==> src/rtl/vga_timing_pkg.sv <==
// Shared constants, sizing helpers and sync polarity type for the VGA timing generator.
package vga_timing_pkg;

    // Default 640x480@60 raster, 25 MHz pixel rate.
    localparam int unsigned DEF_H_PIXELS   = 640;
    localparam int unsigned DEF_H_FRONT    = 16;
    localparam int unsigned DEF_H_SYNC     = 96;
    localparam int unsigned DEF_H_BACK     = 48;
    localparam int unsigned DEF_V_PIXELS   = 480;
    localparam int unsigned DEF_V_FRONT    = 10;
    localparam int unsigned DEF_V_SYNC     = 2;
    localparam int unsigned DEF_V_BACK     = 33;
    localparam int unsigned DEF_PIX_DIV    = 1;
    localparam int unsigned DEF_FETCH_LEAD = 2;
    localparam int unsigned DEF_CNT_W      = 10;
    localparam int unsigned MAX_PIX_DIV    = 16;
    localparam int unsigned FRAME_CNT_W    = 16;

    // Active level of a sync output.
    typedef enum logic {
        POL_LOW  = 1'b0,
        POL_HIGH = 1'b1
    } sync_pol_e;

    // Pixel ticks per line.
    function automatic int unsigned h_total(input int unsigned pixels, input int unsigned front,
                                            input int unsigned sync, input int unsigned back);
        return pixels + front + sync + back;
    endfunction

    // Lines per frame.
    function automatic int unsigned v_total(input int unsigned pixels, input int unsigned front,
                                            input int unsigned sync, input int unsigned back);
        return pixels + front + sync + back;
    endfunction

    // Larger of two sizes.
    function automatic int unsigned max2(input int unsigned a, input int unsigned b);
        return (a > b) ? a : b;
    endfunction

endpackage

==> src/rtl/vga_pos_counter.sv <==
// Raster x/y wrap counter with a parameterised load value; also exposes its next position.
module vga_pos_counter
    import vga_timing_pkg::*;
#(
    parameter int unsigned H_TOTAL = h_total(DEF_H_PIXELS, DEF_H_FRONT, DEF_H_SYNC, DEF_H_BACK),
    parameter int unsigned V_TOTAL = v_total(DEF_V_PIXELS, DEF_V_FRONT, DEF_V_SYNC, DEF_V_BACK),
    parameter int unsigned CNT_W   = DEF_CNT_W,
    parameter int unsigned LOAD_X  = H_TOTAL - 1,
    parameter int unsigned LOAD_Y  = V_TOTAL - 1
) (
    input  logic             clk,
    input  logic             reset,
    input  logic             tick,
    output logic [CNT_W-1:0] x,
    output logic [CNT_W-1:0] y,
    output logic [CNT_W-1:0] next_x_c,
    output logic [CNT_W-1:0] next_y_c
);

    localparam logic [CNT_W-1:0] X_LAST = CNT_W'(H_TOTAL - 1);
    localparam logic [CNT_W-1:0] Y_LAST = CNT_W'(V_TOTAL - 1);
    localparam logic [CNT_W-1:0] X_LOAD = CNT_W'(LOAD_X);
    localparam logic [CNT_W-1:0] Y_LOAD = CNT_W'(LOAD_Y);

    // Next position: x wraps at end of line, y steps only on an x wrap.
    always_comb begin
        next_x_c = x;
        next_y_c = y;
        if (tick) begin
            if (x == X_LAST) begin
                next_x_c = '0;
                next_y_c = (y == Y_LAST) ? '0 : y + CNT_W'(1);
            end else begin
                next_x_c = x + CNT_W'(1);
            end
        end
    end

    // Position register.
    always_ff @(posedge clk) begin
        if (reset) begin
            x <= X_LOAD;
            y <= Y_LOAD;
        end else begin
            x <= next_x_c;
            y <= next_y_c;
        end
    end

endmodule

==> src/rtl/vga_timing_gen.sv <==
// Parametrised VGA raster timing generator with clock-enable divider, strobes,
// frame counter and a leading fetch coordinate for pipelined pixel memories.
module vga_timing_gen
    import vga_timing_pkg::*;
#(
    parameter int unsigned H_PIXELS   = DEF_H_PIXELS,
    parameter int unsigned H_FRONT    = DEF_H_FRONT,
    parameter int unsigned H_SYNC     = DEF_H_SYNC,
    parameter int unsigned H_BACK     = DEF_H_BACK,
    parameter int unsigned V_PIXELS   = DEF_V_PIXELS,
    parameter int unsigned V_FRONT    = DEF_V_FRONT,
    parameter int unsigned V_SYNC     = DEF_V_SYNC,
    parameter int unsigned V_BACK     = DEF_V_BACK,
    parameter sync_pol_e   HS_POL     = POL_LOW,
    parameter sync_pol_e   VS_POL     = POL_LOW,
    parameter int unsigned PIX_DIV    = DEF_PIX_DIV,
    parameter int unsigned FETCH_LEAD = DEF_FETCH_LEAD,
    parameter int unsigned CNT_W      = DEF_CNT_W
) (
    input  logic                   clk,
    input  logic                   reset,
    input  logic                   en,
    output logic                   pix_tick,
    output logic [CNT_W-1:0]       x_vga,
    output logic [CNT_W-1:0]       y_vga,
    output logic                   hsync,
    output logic                   vsync,
    output logic                   flow_enabled,
    output logic                   line_start,
    output logic                   frame_start,
    output logic [FRAME_CNT_W-1:0] frame_count,
    output logic [CNT_W-1:0]       fetch_x,
    output logic [CNT_W-1:0]       fetch_y,
    output logic                   fetch_valid
);

    localparam int unsigned H_TOTAL = h_total(H_PIXELS, H_FRONT, H_SYNC, H_BACK);
    localparam int unsigned V_TOTAL = v_total(V_PIXELS, V_FRONT, V_SYNC, V_BACK);

    localparam logic [CNT_W-1:0] H_VIS    = CNT_W'(H_PIXELS);
    localparam logic [CNT_W-1:0] V_VIS    = CNT_W'(V_PIXELS);
    localparam logic [CNT_W-1:0] HS_START = CNT_W'(H_PIXELS + H_FRONT);
    localparam logic [CNT_W-1:0] HS_END   = CNT_W'(H_PIXELS + H_FRONT + H_SYNC);
    localparam logic [CNT_W-1:0] VS_START = CNT_W'(V_PIXELS + V_FRONT);
    localparam logic [CNT_W-1:0] VS_END   = CNT_W'(V_PIXELS + V_FRONT + V_SYNC);

    localparam logic HS_ACT = 1'(HS_POL);
    localparam logic VS_ACT = 1'(VS_POL);

    // Fetch counter resets one tick short of its lead past (0,0), so the first
    // tick after reset lands it exactly FETCH_LEAD ticks ahead of the display.
    localparam int unsigned FETCH_RST_X     = (FETCH_LEAD == 0) ? H_TOTAL - 1 : FETCH_LEAD - 1;
    localparam int unsigned FETCH_RST_Y     = (FETCH_LEAD == 0) ? V_TOTAL - 1 : 0;
    localparam logic        FETCH_RST_VALID = (FETCH_RST_X < H_PIXELS) && (FETCH_RST_Y < V_PIXELS);

    localparam int unsigned      DIV_W    = (PIX_DIV > 1) ? $clog2(PIX_DIV) : 1;
    localparam logic [DIV_W-1:0] DIV_LAST = DIV_W'(PIX_DIV - 1);

    // Reject parameter sets the counters cannot represent.
    if (FETCH_LEAD >= H_TOTAL) begin : g_bad_lead
        $error("vga_timing_gen: FETCH_LEAD must be below H_TOTAL");
    end
    if ((PIX_DIV < 1) || (PIX_DIV > MAX_PIX_DIV)) begin : g_bad_div
        $error("vga_timing_gen: PIX_DIV must be within 1..16");
    end
    if ((64'(1) << CNT_W) <= 64'(max2(H_TOTAL, V_TOTAL))) begin : g_bad_width
        $error("vga_timing_gen: CNT_W too narrow for H_TOTAL/V_TOTAL");
    end

    logic [DIV_W-1:0] div_cnt;
    logic [CNT_W-1:0] disp_nx_c;
    logic [CNT_W-1:0] disp_ny_c;
    logic [CNT_W-1:0] fetch_nx_c;
    logic [CNT_W-1:0] fetch_ny_c;

    // Position lies inside the visible window.
    function automatic logic is_visible(input logic [CNT_W-1:0] px, input logic [CNT_W-1:0] py);
        return (px < H_VIS) && (py < V_VIS);
    endfunction

    // Horizontal sync window test.
    function automatic logic in_hsync(input logic [CNT_W-1:0] px);
        return (px >= HS_START) && (px < HS_END);
    endfunction

    // Vertical sync window test.
    function automatic logic in_vsync(input logic [CNT_W-1:0] py);
        return (py >= VS_START) && (py < VS_END);
    endfunction

    // Pixel-rate divider; frozen while en is low.
    always_ff @(posedge clk) begin
        if (reset) begin
            div_cnt <= '0;
        end else if (en) begin
            div_cnt <= (div_cnt == DIV_LAST) ? '0 : div_cnt + DIV_W'(1);
        end
    end

    // Tick is gated by reset so a pending tick never competes with a reset.
    assign pix_tick = en && !reset && (div_cnt == DIV_LAST);

    vga_pos_counter #(
        .H_TOTAL (H_TOTAL),
        .V_TOTAL (V_TOTAL),
        .CNT_W   (CNT_W),
        .LOAD_X  (H_TOTAL - 1),
        .LOAD_Y  (V_TOTAL - 1)
    ) u_disp_cnt (
        .clk      (clk),
        .reset    (reset),
        .tick     (pix_tick),
        .x        (x_vga),
        .y        (y_vga),
        .next_x_c (disp_nx_c),
        .next_y_c (disp_ny_c)
    );

    vga_pos_counter #(
        .H_TOTAL (H_TOTAL),
        .V_TOTAL (V_TOTAL),
        .CNT_W   (CNT_W),
        .LOAD_X  (FETCH_RST_X),
        .LOAD_Y  (FETCH_RST_Y)
    ) u_fetch_cnt (
        .clk      (clk),
        .reset    (reset),
        .tick     (pix_tick),
        .x        (fetch_x),
        .y        (fetch_y),
        .next_x_c (fetch_nx_c),
        .next_y_c (fetch_ny_c)
    );

    // Flags and strobes decoded from the next position so they align with x_vga/y_vga.
    always_ff @(posedge clk) begin
        if (reset) begin
            hsync        <= ~HS_ACT;
            vsync        <= ~VS_ACT;
            flow_enabled <= 1'b0;
            fetch_valid  <= FETCH_RST_VALID;
            line_start   <= 1'b0;
            frame_start  <= 1'b0;
            frame_count  <= '0;
        end else begin
            hsync        <= in_hsync(disp_nx_c) ? HS_ACT : ~HS_ACT;
            vsync        <= in_vsync(disp_ny_c) ? VS_ACT : ~VS_ACT;
            flow_enabled <= is_visible(disp_nx_c, disp_ny_c);
            fetch_valid  <= is_visible(fetch_nx_c, fetch_ny_c);
            line_start   <= pix_tick && (disp_nx_c == '0);
            frame_start  <= pix_tick && (disp_nx_c == '0) && (disp_ny_c == '0);
            if (pix_tick && (disp_nx_c == '0) && (disp_ny_c == '0)) begin
                frame_count <= frame_count + FRAME_CNT_W'(1);
            end
        end
    end

endmodule

==> config.mk <==
export PLATFORM = sky130hd
export DESIGN_NAME = vga_timing_gen
export DESIGN_NICKNAME = d
export VERILOG_FILES = /design/src/rtl/vga_timing_pkg.sv /design/src/rtl/vga_pos_counter.sv /design/src/rtl/vga_timing_gen.sv
export SDC_FILE = /design/constraint.sdc
export NUM_CORES = 1
export LEC_CHECK = 0
export CORE_UTILIZATION = 30
export DETAILED_ROUTE_END_ITERATION = 16
export GPL_ROUTABILITY_DRIVEN = 0
export RECOVER_POWER = 25
export SLEW_MARGIN = 20
export SYNTH_ARGS = -nofsm -noshare
export SYNTH_HDL_FRONTEND = slang
export SYNTH_SLANG_ARGS = --single-unit
==> constraint.sdc <==
create_clock -name clk -period 3.93 [get_ports clk]
set_input_delay 0.786 -clock clk [delete_from_list [all_inputs] [get_ports clk]]
set_output_delay 0.786 -clock clk [all_outputs]
set_load 0.02 [all_outputs]
# --- Word level (Yosys, flattened, before mapping) ---
# Cells that the tools add are included.
# Widths: inputs -> output; s select.
totals:
  mem_bits_rw: 0
  input_bits: 3
  output_inout_bits: 63
  reg_bits: 63
  memories: 0
  romBits: 0
  latchBits: 0
  word_cells: 55
op_classes:
  n_eq_ne: 4
  n_div: 0
  shifts: 0
  reduce_logical: 11
  order_cmp: 8
  multipliers: 0
  n_mux: 13
  n_addsub: 6
  bitwise_logic: 1
op_table:
  columns: ["operator", "count"]
  rows:
  - ["$mux 10", 10]
  - ["$add 10x1->10 const B", 4]
  - ["$eq 10x10->1 const B", 4]
  - ["$lt 10x10->1 const B", 3]
  - ["$lt 10x9->1 const B", 3]
  - ["$logic_not 10->1", 2]
  - ["$add 16x1->16 const B", 1]
  - ["$ge 10x10->1 const B", 1]
  - ["$ge 10x9->1 const B", 1]
  - ["$logic_and 1x1->1", 8]
  - ["$mux 1", 3]
  - ["$add 1x1->1 const B", 1]
  - ["$logic_not 1->1", 1]
  - ["$not 1->1", 1]

# --- Logic depth before layout (Yosys ltp) ---
# Gate-level depths: netlist of the first run.
logic_depth:
  word_depth: 7
  ltp_mapped: 14

# --- Hierarchy ---
# A second synthesis of the first run with hierarchy kept.
hier_totals:
  cells_unflattened: 395
  area_unflattened_um2: 3300.7
modules_own_cells:
  columns: ["mod", "seq_area_each_um2", "cells_each", "area_per_inst_um2", "instances"]
  rows:
  - ["vga_pos_counter at u_disp_cnt", 400.4, 142, 1163.6, 1]
  - ["vga_pos_counter at u_fetch_cnt", 400.4, 135, 1093.5, 1]
  - ["vga_timing_gen", 440.4, 118, 1043.5, 1]

# --- Worst setup path after synthesis of the first run ---
# Ideal clock, no wire load.
synth_timing:
  path_kind: "input-to-reg"
  start: "in en"
  end: "reg frame_count[11]"
  setup_ns: 0.121
  stages: 12
  t_arrival_ns: 3.356
  setup_slack_ns: 0.453
  path_buffers: 3
  cell_sequence: "buf_2 nand2b_1 inv_2 nand4_1 o21ai_0 o211ai_1 or3_1 buf_2 or2_1 clkbuf_1 nor4_1 mux2_2"
synth_via:
  elab_chain_len: 6
synth_rtl:
  columns: ["element", "line_no", "source"]
  rows:
  - ["start: declaration", "vga_timing_gen.sv:22", "input logic en,"]
  - ["$logic_and 1x1->1 (*) (2 in a row)", "vga_timing_gen.sv:101", "assign pix_tick = en && !reset && (div_cnt == DIV_LAST);"]
  - ["named net pix_tick", "vga_timing_gen.sv:23", "output logic pix_tick,"]
  - ["$mux 10", "vga_pos_counter.sv:29", "if (tick) begin"]
  - ["$logic_not 10->1", "vga_timing_gen.sv:152", "if (pix_tick && (disp_nx_c == '0) && (disp_ny_c == '0)) begin"]
  - ["$logic_and 1x1->1", "vga_timing_gen.sv:152", null]
  - ["$logic_and 1x1->1 (*)", "vga_timing_gen.sv:152", null]
  - ["end signal: assignment", "vga_timing_gen.sv:153", "frame_count <= frame_count + FRAME_CNT_W'(1);"]
  - ["end: declaration", "vga_timing_gen.sv:31", "output logic [FRAME_CNT_W-1:0] frame_count,"]
# Mark *: on every way through the listed nets, which the timed path passes. The rest lies on a longest branch.
# A chain may end at the register's enable or synchronous reset.

# --- Worst setup path in the final report of the first run ---
layout_timing:
  start: "in reset"
  end: "reg frame_count[5]"
layout_via:
  elab_chain_len: 7
layout_rtl:
  columns: ["element", "line_no", "source"]
  rows:
  - ["start: declaration", "vga_timing_gen.sv:21", "input logic reset,"]
  - ["$logic_not 1->1", "vga_timing_gen.sv:101", null]
  - ["$logic_and 1x1->1 (2 in a row)", "vga_timing_gen.sv:101", null]
  - ["$mux 10", "vga_pos_counter.sv:29", null]
  - ["$logic_not 10->1", "vga_timing_gen.sv:152", null]
  - ["$logic_and 1x1->1 (2 in a row)", "vga_timing_gen.sv:152", null]
# Several ways; a longest one is shown, not always the timed one.

==> results of run 1 <==
## placed cells by master, fill, tap and decap left out, types with 3 or more instances in the layout
master           Yosys  routed
dfxtp_1             62      62
clkdlybuf4s50_1      0      49
nor2_1              48      48
nand2_1             37      37
xor2_1              22      22
a21oi_1             19      19
nand3_1             18      18
dlygate4sd3_1        0      16
xnor2_1             15      15
inv_1               13      13
nand4_1             13      13
buf_4                1      13
o21ai_0             12      12
nor3_1              11      11
or3_1               10      10
and3_1              10      10
nor4_1              10      10
clkbuf_8             0       9
nor2b_1              7       7
ha_1                 7       7
or2_2                5       5
mux2_2               5       5
nor4b_1              4       4
nor3b_1              4       4
nand2b_1             3       3
o31ai_1              3       3
or4b_2               3       3
o31a_1               3       3
a31oi_1              3       3
clkinvlp_4           0       3
## per-layer routing
metal  part of all wire  GRT usage  vias up
met5                  0          0        -
met4             0.0087    0.04795        0
met3              0.050    0.04438        8
met2               0.43     0.2240       81
met1               0.51     0.2109     1447
li1                   -          -     1562
## cell type report
type	instances	share of cell area
clock buffers	10	0.02956
clock inverters	6	0.01449
inverters	14	0.01217
multi-input cells	306	0.4428
flip-flops and latches	62	0.2875
well taps	136	0.03941
repair buffers	79	0.1742
## through the flow
stage | setup slack [ps] | cells | utilization | area, um^2
after floorplan | 453.3 | 402 | - | 3301
after global placement | 156.7 | 597 | 0.3931 | 4131
after detailed placement | 98.72 | 597 | 0.3931 | 4131
after CTS | 445.2 | 613 | 0.4112 | 4322
after global routing | 142.6 | 613 | 0.4109 | 4318
final | 318.5 | 613 | 0.4109 | 4318
## state kept, by name, summed over array words and instances (netlist names)
name	cells
fetch_valid	1
flow_enabled	1
frame_count	16
frame_start	1
hsync	1
line_start	1
u_disp_cnt.x	10
u_disp_cnt.y	10
u_fetch_cnt.x	10
u_fetch_cnt.y	10
vsync	1
## worst paths after layout
path                                       from         endpoint  cells past startpoint
worst max register to register  u_disp_cnt.x[0]   frame_count[5]                      9
worst min register to register  frame_count[15]  frame_count[15]                      2
worst min-delay path            frame_count[15]  frame_count[15]                      2
worst max-delay path                      reset   frame_count[5]                     10
## power groups by stage
| stage | Clock, mW | Combinational, mW | Sequential, mW |
|---|---|---|---|
| floorplan | 0 | 0.140 | 0.696 |
| global placement | 0 | 0.225 | 0.690 |
| detailed placement | 0 | 0.227 | 0.691 |
| CTS | 0.574 | 0.229 | 0.677 |
| global route | 0.610 | 0.249 | 0.680 |
| finish | 0.556 | 0.227 | 0.677 |
## critical path, stage by stage
cell and delay (ps):
dlygate4sd3_1 580, nand2b_1 190, inv_2 80, and4_1 320
o21ai_0 120, a21o_2 240, or3_1 470, or2_1 350
nor4_1 340, mux2_2 370
## cell families after synthesis
group | share of synthesized area
xor gates and xnor gates | 0.09818
adders and majority gates | 0.02653
and+or+nand+nor | 0.3199
DFF | 0.3760
buffers and inverters | 0.04473
AOI/OAI and AO/OA | 0.1115
muxes | 0.02312
==> flow_summary.json, run 1 <==
{
  "synth_seq_cells": 62,
  "drc": 0,
  "worst_hold_slack_ps": 507.4,
  "hpwl_mm": 5.869,
  "leakage_nw": 1.567,
  "grt_pass1_vias": 2895,
  "p_sw_uw": 423.1,
  "clk_pin_slew_ps": 70,
  "final_nets": 482,
  "row_count": 37,
  "rsz0062_at_grt": "no",
  "synth_seq_area_share": 0.3760,
  "vdd_drop_max_mv": 0.1549,
  "regArea_um2": 1241,
  "firstDrtPassIters": 4,
  "seq_power_share": 0.464,
  "worstPathRequired_ps": 4160,
  "worst-path-max-fanout": 7,
  "wl_per_cell_um": 13.51,
  "maxCapViolCount": 1,
  "die_h_um": 106.9,
  "clock_latency_ps": 340,
  "grt_use_total": 0.1517,
  "powerDensity_nw_per_um2": 338.1,
  "post_cts_buffers": 0,
  "cts_buffers": 9,
  "drt_wl_total_mm": 8.284,
  "start_kind": "primary input",
  "synth_top_area_frac": 0.3760,
  "p_comb_frac": 0.156,
  "grt_pass1_wl_mm": 13.92,
  "cts_sinks": 62,
  "root_buffer": "clkbuf_8",
  "cts_max_level": 3,
  "hold_path_class": "reg2reg",
  "ios": 66,
  "syn_area_um2": 3301,
  "die_area_um2": 11430,
  "vias": 3098,
  "skew_ps": 10.65,
  "power.internal_mw": 1.037,
  "die_w_um": 106.9,
  "synth.area.top_cells": "dfxtp_1 38%, xor2_1 5.8%, nor2_1 5.5%",
  "synth_edf_count": 0,
  "setup_tns_ps": 0,
  "drt_iter0_drc": 105,
  "clkPwrFrac": 0.381,
  "area_growth_pct": 30.82,
  "core-area_um2": 10510,
  "slew_viol_final": 50,
  "syn_area_per_cell_um2": 8.211,
  "cts_tree": "built",
  "synth_flop_cell": "dfxtp_1",
  "synth.distinct_cells": 58,
  "grt_max_degree": 50,
  "diodes": 0,
  "setup_viol": 0,
  "antenna_found_initial": 0,
  "overflow": 0,
  "synth.most_common_cell": "dfxtp_1",
  "power.total_mw": 1.460,
  "syn_inst": 402,
  "fillers": 1037,
  "start_util": 0.3141,
  "synth_commonest_cells": "62 x dfxtp_1, 48 x nor2_1, 37 x nand2_1",
  "tightest_slew_ps": 2121,
  "yosys_warnings": 0,
  "ant_nets": 0,
  "cts_resized": 0,
  "slew-limit-headroom": -0.4138,
  "yosysTopAreaCell": "dfxtp_1",
  "period_minus_slack_ps": 3611,
  "run_status": "finished, violations left",
  "final_hold_viol_count": 0,
  "fmax_mhz": 276.9,
  "cts_buffer_depth": 2,
  "postSynth.asyncResetShare": 0,
  "crit_type": "in2reg",
  "crit_path_end_kind": "flop",
  "min_period_over_period": 0.9189,
  "cts_hold_buf": 0,
  "syn_nets": 412,
  "io_buffer_count": 65,
  "regToRegSetupSlack_ps": 440,
  "arrival_ps": 3850,
  "drive_above_1_share": 0.1006,
  "multi_input_area_um2": 1912,
  "violations": "max-capacitance violations, max-slew violations",
  "vias_per_cell": 5.054,
  "sw_frac_of_total": 0.2898
}
(Power assumes the default switching activity.)
==> run 2, diff against run 1 <==
- GPL_TIMING_DRIVEN: not set -> 0
==> run 2 against run 1 <==
  * The flow now finishes without violations
  * Sequential cell count is the same
  * Sequential power shrank 2%
  * Worst setup slack lost 34 ps
  * Register-to-register slack lost 90 ps
  * Critical path depth grew 4
  * Clock-buffer cell count is the same
  * Die area is the same
  * Design area grew 2.7%
  * Via count grew 2.8%
  * Largest power group is now the clock network
==> flow_summary.json, run 2 (synthesized netlist as in run 1, its figures left out) <==
{
  "slew-limit-headroom": 0.5564,
  "grt_use_total": 0.1549,
  "skew_ps": 9.199,
  "start_kind": "primary input",
  "vias_per_cell": 5.129,
  "placed_cell_area_um2": 4111,
  "finalNonFillerCells": 621,
  "area_growth_pct": 34.31,
  "place_worst_setup_slack_ps": -557.0,
  "fillers": 1059,
  "leakage_nw": 1.609,
  "powerDensity_nw_per_um2": 363.2,
  "cts_buffers": 9,
  "core-area_um2": 10510,
  "r2r_start": "u_disp_cnt.x[0]",
  "diodes": 0,
  "min_from": "frame_count[10]",
  "cts_tree": "built",
  "final_common_cell": "dfxtp_1",
  "setup_viol": 0,
  "die_area_um2": 11430,
  "post-place-cells": 602,
  "run_status": "finished, final reports clean",
  "fmax_mhz": 274.3,
  "worstPathRequired_ps": 4170,
  "cts_buffer_depth": 2,
  "cts_max_level": 3,
  "die_w_um": 106.9,
  "rsz0062_at_grt": "no",
  "crit_path_end_kind": "flop",
  "largest-register": "frame_count",
  "vias": 3185,
  "reg2reg_depth": 13,
  "cts_hold_buf": 0,
  "min_period_over_period": 0.9275,
  "maxCapViolCount": 0,
  "antenna_found_initial": 0,
  "vdd_drop_max_mv": 0.1791,
  "setup_ws_ps": 284.9,
  "grt_pass1_vias": 3038,
  "hold_path_class": "reg2reg",
  "clock_latency_ps": 350,
  "ios": 66,
  "final_nets": 490,
  "tightest_slew_ps": 659.8,
  "regToRegSetupSlack_ps": 350,
  "final_area_um2": 4433,
  "cts_sinks": 62,
  "worst-path-max-fanout": 10,
  "overflow": 0,
  "arrival_ps": 3880,
  "row_count": 37,
  "holdPathStages": 2,
  "period_minus_slack_ps": 3645,
  "wl_per_cell_um": 13.91,
  "hpwl_mm": 6.157,
  "crit_type": "in2reg",
  "grt_pass1_wl_mm": 14.05,
  "min_to": "frame_count[10]",
  "clk_pin_slew_ps": 70,
  "start_util": 0.3141,
  "die_h_um": 106.9,
  "drt_iter0_drc": 128,
  "drive_above_1_share": 0.1175,
  "io_buffer_count": 64,
  "slew_viol_final": 0,
  "root_buffer": "clkbuf_8",
  "ant_nets": 0,
  "final_hold_viol_count": 0,
  "drc": 0,
  "largest_reg_flops": 16,
  "layout_common_cells": "62 x dfxtp_1, 48 x nor2_1, 40 x clkdlybuf4s50_1",
  "r2r_end": "frame_count[14]",
  "worst_hold_slack_ps": 503.3,
  "drt_wl_total_mm": 8.638,
  "grt_max_degree": 12,
  "firstDrtPassIters": 4,
  "setup_tns_ps": 0
}
[run 2: how the worst max path moves through the flow]
stage               startpoint  cells after the start  slack (ps)         endpoint
5_1_grt        u_disp_cnt.x[0]                     11         100   frame_count[5]
3_3_place_gp             reset                      9        -610            vsync
3_5_place_dp             reset                      9        -560            vsync
2_1_floorplan               en                     12         450  frame_count[11]
6_report                 reset                     14         280  frame_count[14]
4_1_cts                  reset                     12           2   frame_count[5]
[run 2: what timing repair did]
action                                 4_1_cts  5_1_grt
setup buffers                                1        2
cloned                                       0        0
resized for setup                            5       10
endpoints found under the hold margin        0        0
pin swaps                                    0        1
setup endpoints to repair                    8       10
[run 2: final cells by class]
| cell class | instances | area (um^2) | share of cell area |
|---|---|---|---|
| buffer | 20 | 97.59 | 0.02202 |
| clock buffer | 10 | 137.6 | 0.03105 |
| clock inverter | 6 | 108.9 | 0.02456 |
| inverter | 14 | 52.55 | 0.01185 |
| multi-input combinational | 306 | 1972 | 0.4448 |
| sequential | 62 | 1241 | 0.2800 |
| tap | 136 | 170.2 | 0.03839 |
| timing repair buffer | 67 | 653.1 | 0.1473 |
[run 2: power by group]
group | total [mW] | internal, mW | switching, mW
combinational | 0.243 | 0.0997 | 0.143
clock | 0.702 | 0.437 | 0.264
sequential | 0.666 | 0.645 | 0.0212
[run 2: critical path: stages]
cell,delay (ps)
clkbuf_1,240
nand2b_4,240
inv_2,110
nand4_1,100
clkbuf_1,310
buf_4,180
nor3b_1,40
a21o_2,220
or3_1,340
buf_2,170
or2_1,230
clkbuf_1,210
nor4_2,340
mux2_2,360
[run 2: stage by stage]
stage,power (mW),util
2_1_floorplan,0.8355,-
3_3_place_gp,0.9116,0.3912
3_5_place_dp,0.9151,0.3912
4_1_cts,1.626,0.4166
5_1_grt,1.683,0.4218
6_report,1.610,0.4218
[run 2: routing by layer]
| metal | routed length, um | track usage |
|---|---|---|
| met1 | 4012 | 0.2007 |
| met2 | 3960 | 0.2442 |
| met5 | 0 | 0 |
| met3 | 512 | 0.04559 |
| met4 | 153 | 0.05382 |
==> run 3, diff against run 2 <==
- CELL_PAD_IN_SITES_DETAIL_PLACEMENT: not set -> 2
- CELL_PAD_IN_SITES_GLOBAL_PLACEMENT: not set -> 2
- PLACE_DENSITY_LB_ADDON: not set -> 0.1
==> run 3 against run 2 <==
  * Combinational power is 2% higher
  * Cell count is 0.32% lower
  * Sequential power hardly changed
  * Fmax is 2.7% lower
  * Largest cell class unchanged
==> flow_summary.json, run 3 (synthesized netlist as in run 1, its figures left out) <==
{
  "die_w_um": 106.9,
  "antenna_found_initial": 0,
  "globalRouteMet2Util": 0.3258,
  "path_cells": "dlygate4sd2_1 -> nand2b_2 -> inv_2 -> and4_1 -> buf_4 -> o311ai_0 -> nor4_1 -> o21ai_2 -> or2_1 -> clkbuf_1 -> nor4_1 -> mux2_2",
  "grt_pass1_wl_mm": 17.64,
  "grt_util_met1": 0.2592,
  "largest-register": "frame_count",
  "firstDrtPassIters": 4,
  "die_h_um": 106.9,
  "cts_hold_buf": 0,
  "grt_max_degree": 11,
  "arrival_ps": 3990,
  "largest_reg_flops": 16,
  "path_common_cell": "nor4_1",
  "wl_per_cell_um": 16.93,
  "clk_pin_slew_ps": 70,
  "cts_sinks": 62,
  "grt_use_total": 0.1970,
  "crit_type": "in2reg",
  "start_util": 0.3141,
  "max_stage_delay_ps": 370,
  "skew_ps": 8.447,
  "root_buffer": "clkbuf_8",
  "use_met3": 0.04195,
  "final_nets": 488,
  "layout_common_cells": "62 x dfxtp_1, 48 x nor2_1, 38 x clkdlybuf4s50_1",
  "busiest_layer": "met2",
  "diodes": 0,
  "slew-limit-headroom": 0.4778,
  "setup_tns_ps": 0,
  "cp_slowest_cell": "nor4_1",
  "hpwl_mm": 7.710,
  "holdPathStages": 2,
  "final_common_cell": "dfxtp_1",
  "die_area_um2": 11430,
  "io_buffer_count": 64,
  "maxCapViolCount": 0,
  "cts_max_level": 3,
  "final_area_um2": 4295,
  "reg2reg_depth": 11,
  "placed_cell_area_um2": 4111,
  "period_minus_slack_ps": 3748,
  "drc": 0,
  "worstPathRequired_ps": 4170,
  "crit_cells": 12,
  "powerDensity_nw_per_um2": 329.9,
  "leakage_nw": 1.567,
  "worst-path-max-fanout": 10,
  "crit_buf_inv": 4,
  "min_period_over_period": 0.9536,
  "drive_above_1_share": 0.09524,
  "vias_per_cell": 5.186,
  "ios": 66,
  "hold_path_class": "reg2reg",
  "cts_buffers": 9,
  "core-area_um2": 10510,
  "ant_nets": 0,
  "cts_buffer_depth": 2,
  "start_kind": "primary input",
  "final_hold_viol_count": 0,
  "cts_tree": "built",
  "grt_pass1_vias": 3443,
  "overflow": 0,
  "drt_iter0_drc": 123,
  "slew_viol_final": 0,
  "setup_viol": 0,
  "vias": 3210,
  "clock_latency_ps": 350,
  "fmax_mhz": 266.8,
  "cp_top_family": "simple AND/OR/NAND/NOR gates",
  "vdd_drop_max_mv": 0.1545,
  "run_status": "finished, final reports clean",
  "crit_path_end_kind": "flop",
  "area_growth_pct": 30.14,
  "tightest_slew_ps": 776.8,
  "row_count": 37,
  "drt_wl_total_mm": 10.48,
  "rsz0062_at_grt": "no"
}
==> run 3: worst paths after layout <==
check,to,from,slack [ps]
worst min register to register,frame_count[10],frame_count[10],530
worst max-delay path,frame_count[11],reset,180
worst min-delay path,frame_count[10],frame_count[10],530
worst max register to register,frame_count[11],u_disp_cnt.x[0],290
==> run 3: layout make-up <==
| cell class | count | area (um^2) |
|---|---|---|
| Buffer | 20 | 97.59 |
| Clock buffer | 12 | 145.1 |
| Clock inverter | 4 | 22.52 |
| Fill cell | 1210 | 6213 |
| Inverter | 14 | 52.55 |
| Multi-Input combinational cell | 306 | 1919 |
| Sequential cell | 62 | 1241 |
| Tap cell | 136 | 170.2 |
| Timing Repair Buffer | 65 | 646.9 |
==> run 3: layer usage <==
metal / share of wire / vias up
li1: - / 1567
met1: 0.49 / 1599
met2: 0.48 / 37
met3: 0.024 / 7
met4: 0.0099 / 0
met5: 0 / -
==> run 3: power breakdown <==
group | internal (mW) | leakage, nW | switching (mW) | total [mW]
logic | 0.0970 | 0.979 | 0.151 | 0.248
clock network | 0.243 | 0.0861 | 0.260 | 0.503
registers | 0.645 | 0.502 | 0.0211 | 0.666
total | 0.985 | 1.57 | 0.432 | 1.42
==> run 3: per-stage QoR <==
stage / utilization / hold WS (ps) / power (mW) / cells / setup slack (ps)
after global routing: 0.4087 / 569.0 / 1.490 / 619 / 15.29
after global placement: 0.3912 / 485.4 / 0.9182 / 602 / -669.0
after detailed placement: 0.3912 / 505.2 / 0.9253 / 602 / -640.2
after CTS: 0.4087 / 536.1 / 1.437 / 619 / 161.4
after floorplan: - / 561.6 / 0.8355 / 402 / 453.3
final: 0.4087 / 533.5 / 1.417 / 619 / 182.5
==> run 3: timing repair <==
item | 4_1_cts | 5_1_grt
gates resized for setup | 5 | 0
pin swaps | 2 | 1
setup buffers | 1 | 0
setup endpoints to repair | 8 | 3
==> run 3: tightest hold or removal path: stages, from the launching register on <==
cell and delay (ps):
dfxtp_1 330, o21ai_0 90, a21oi_1 70
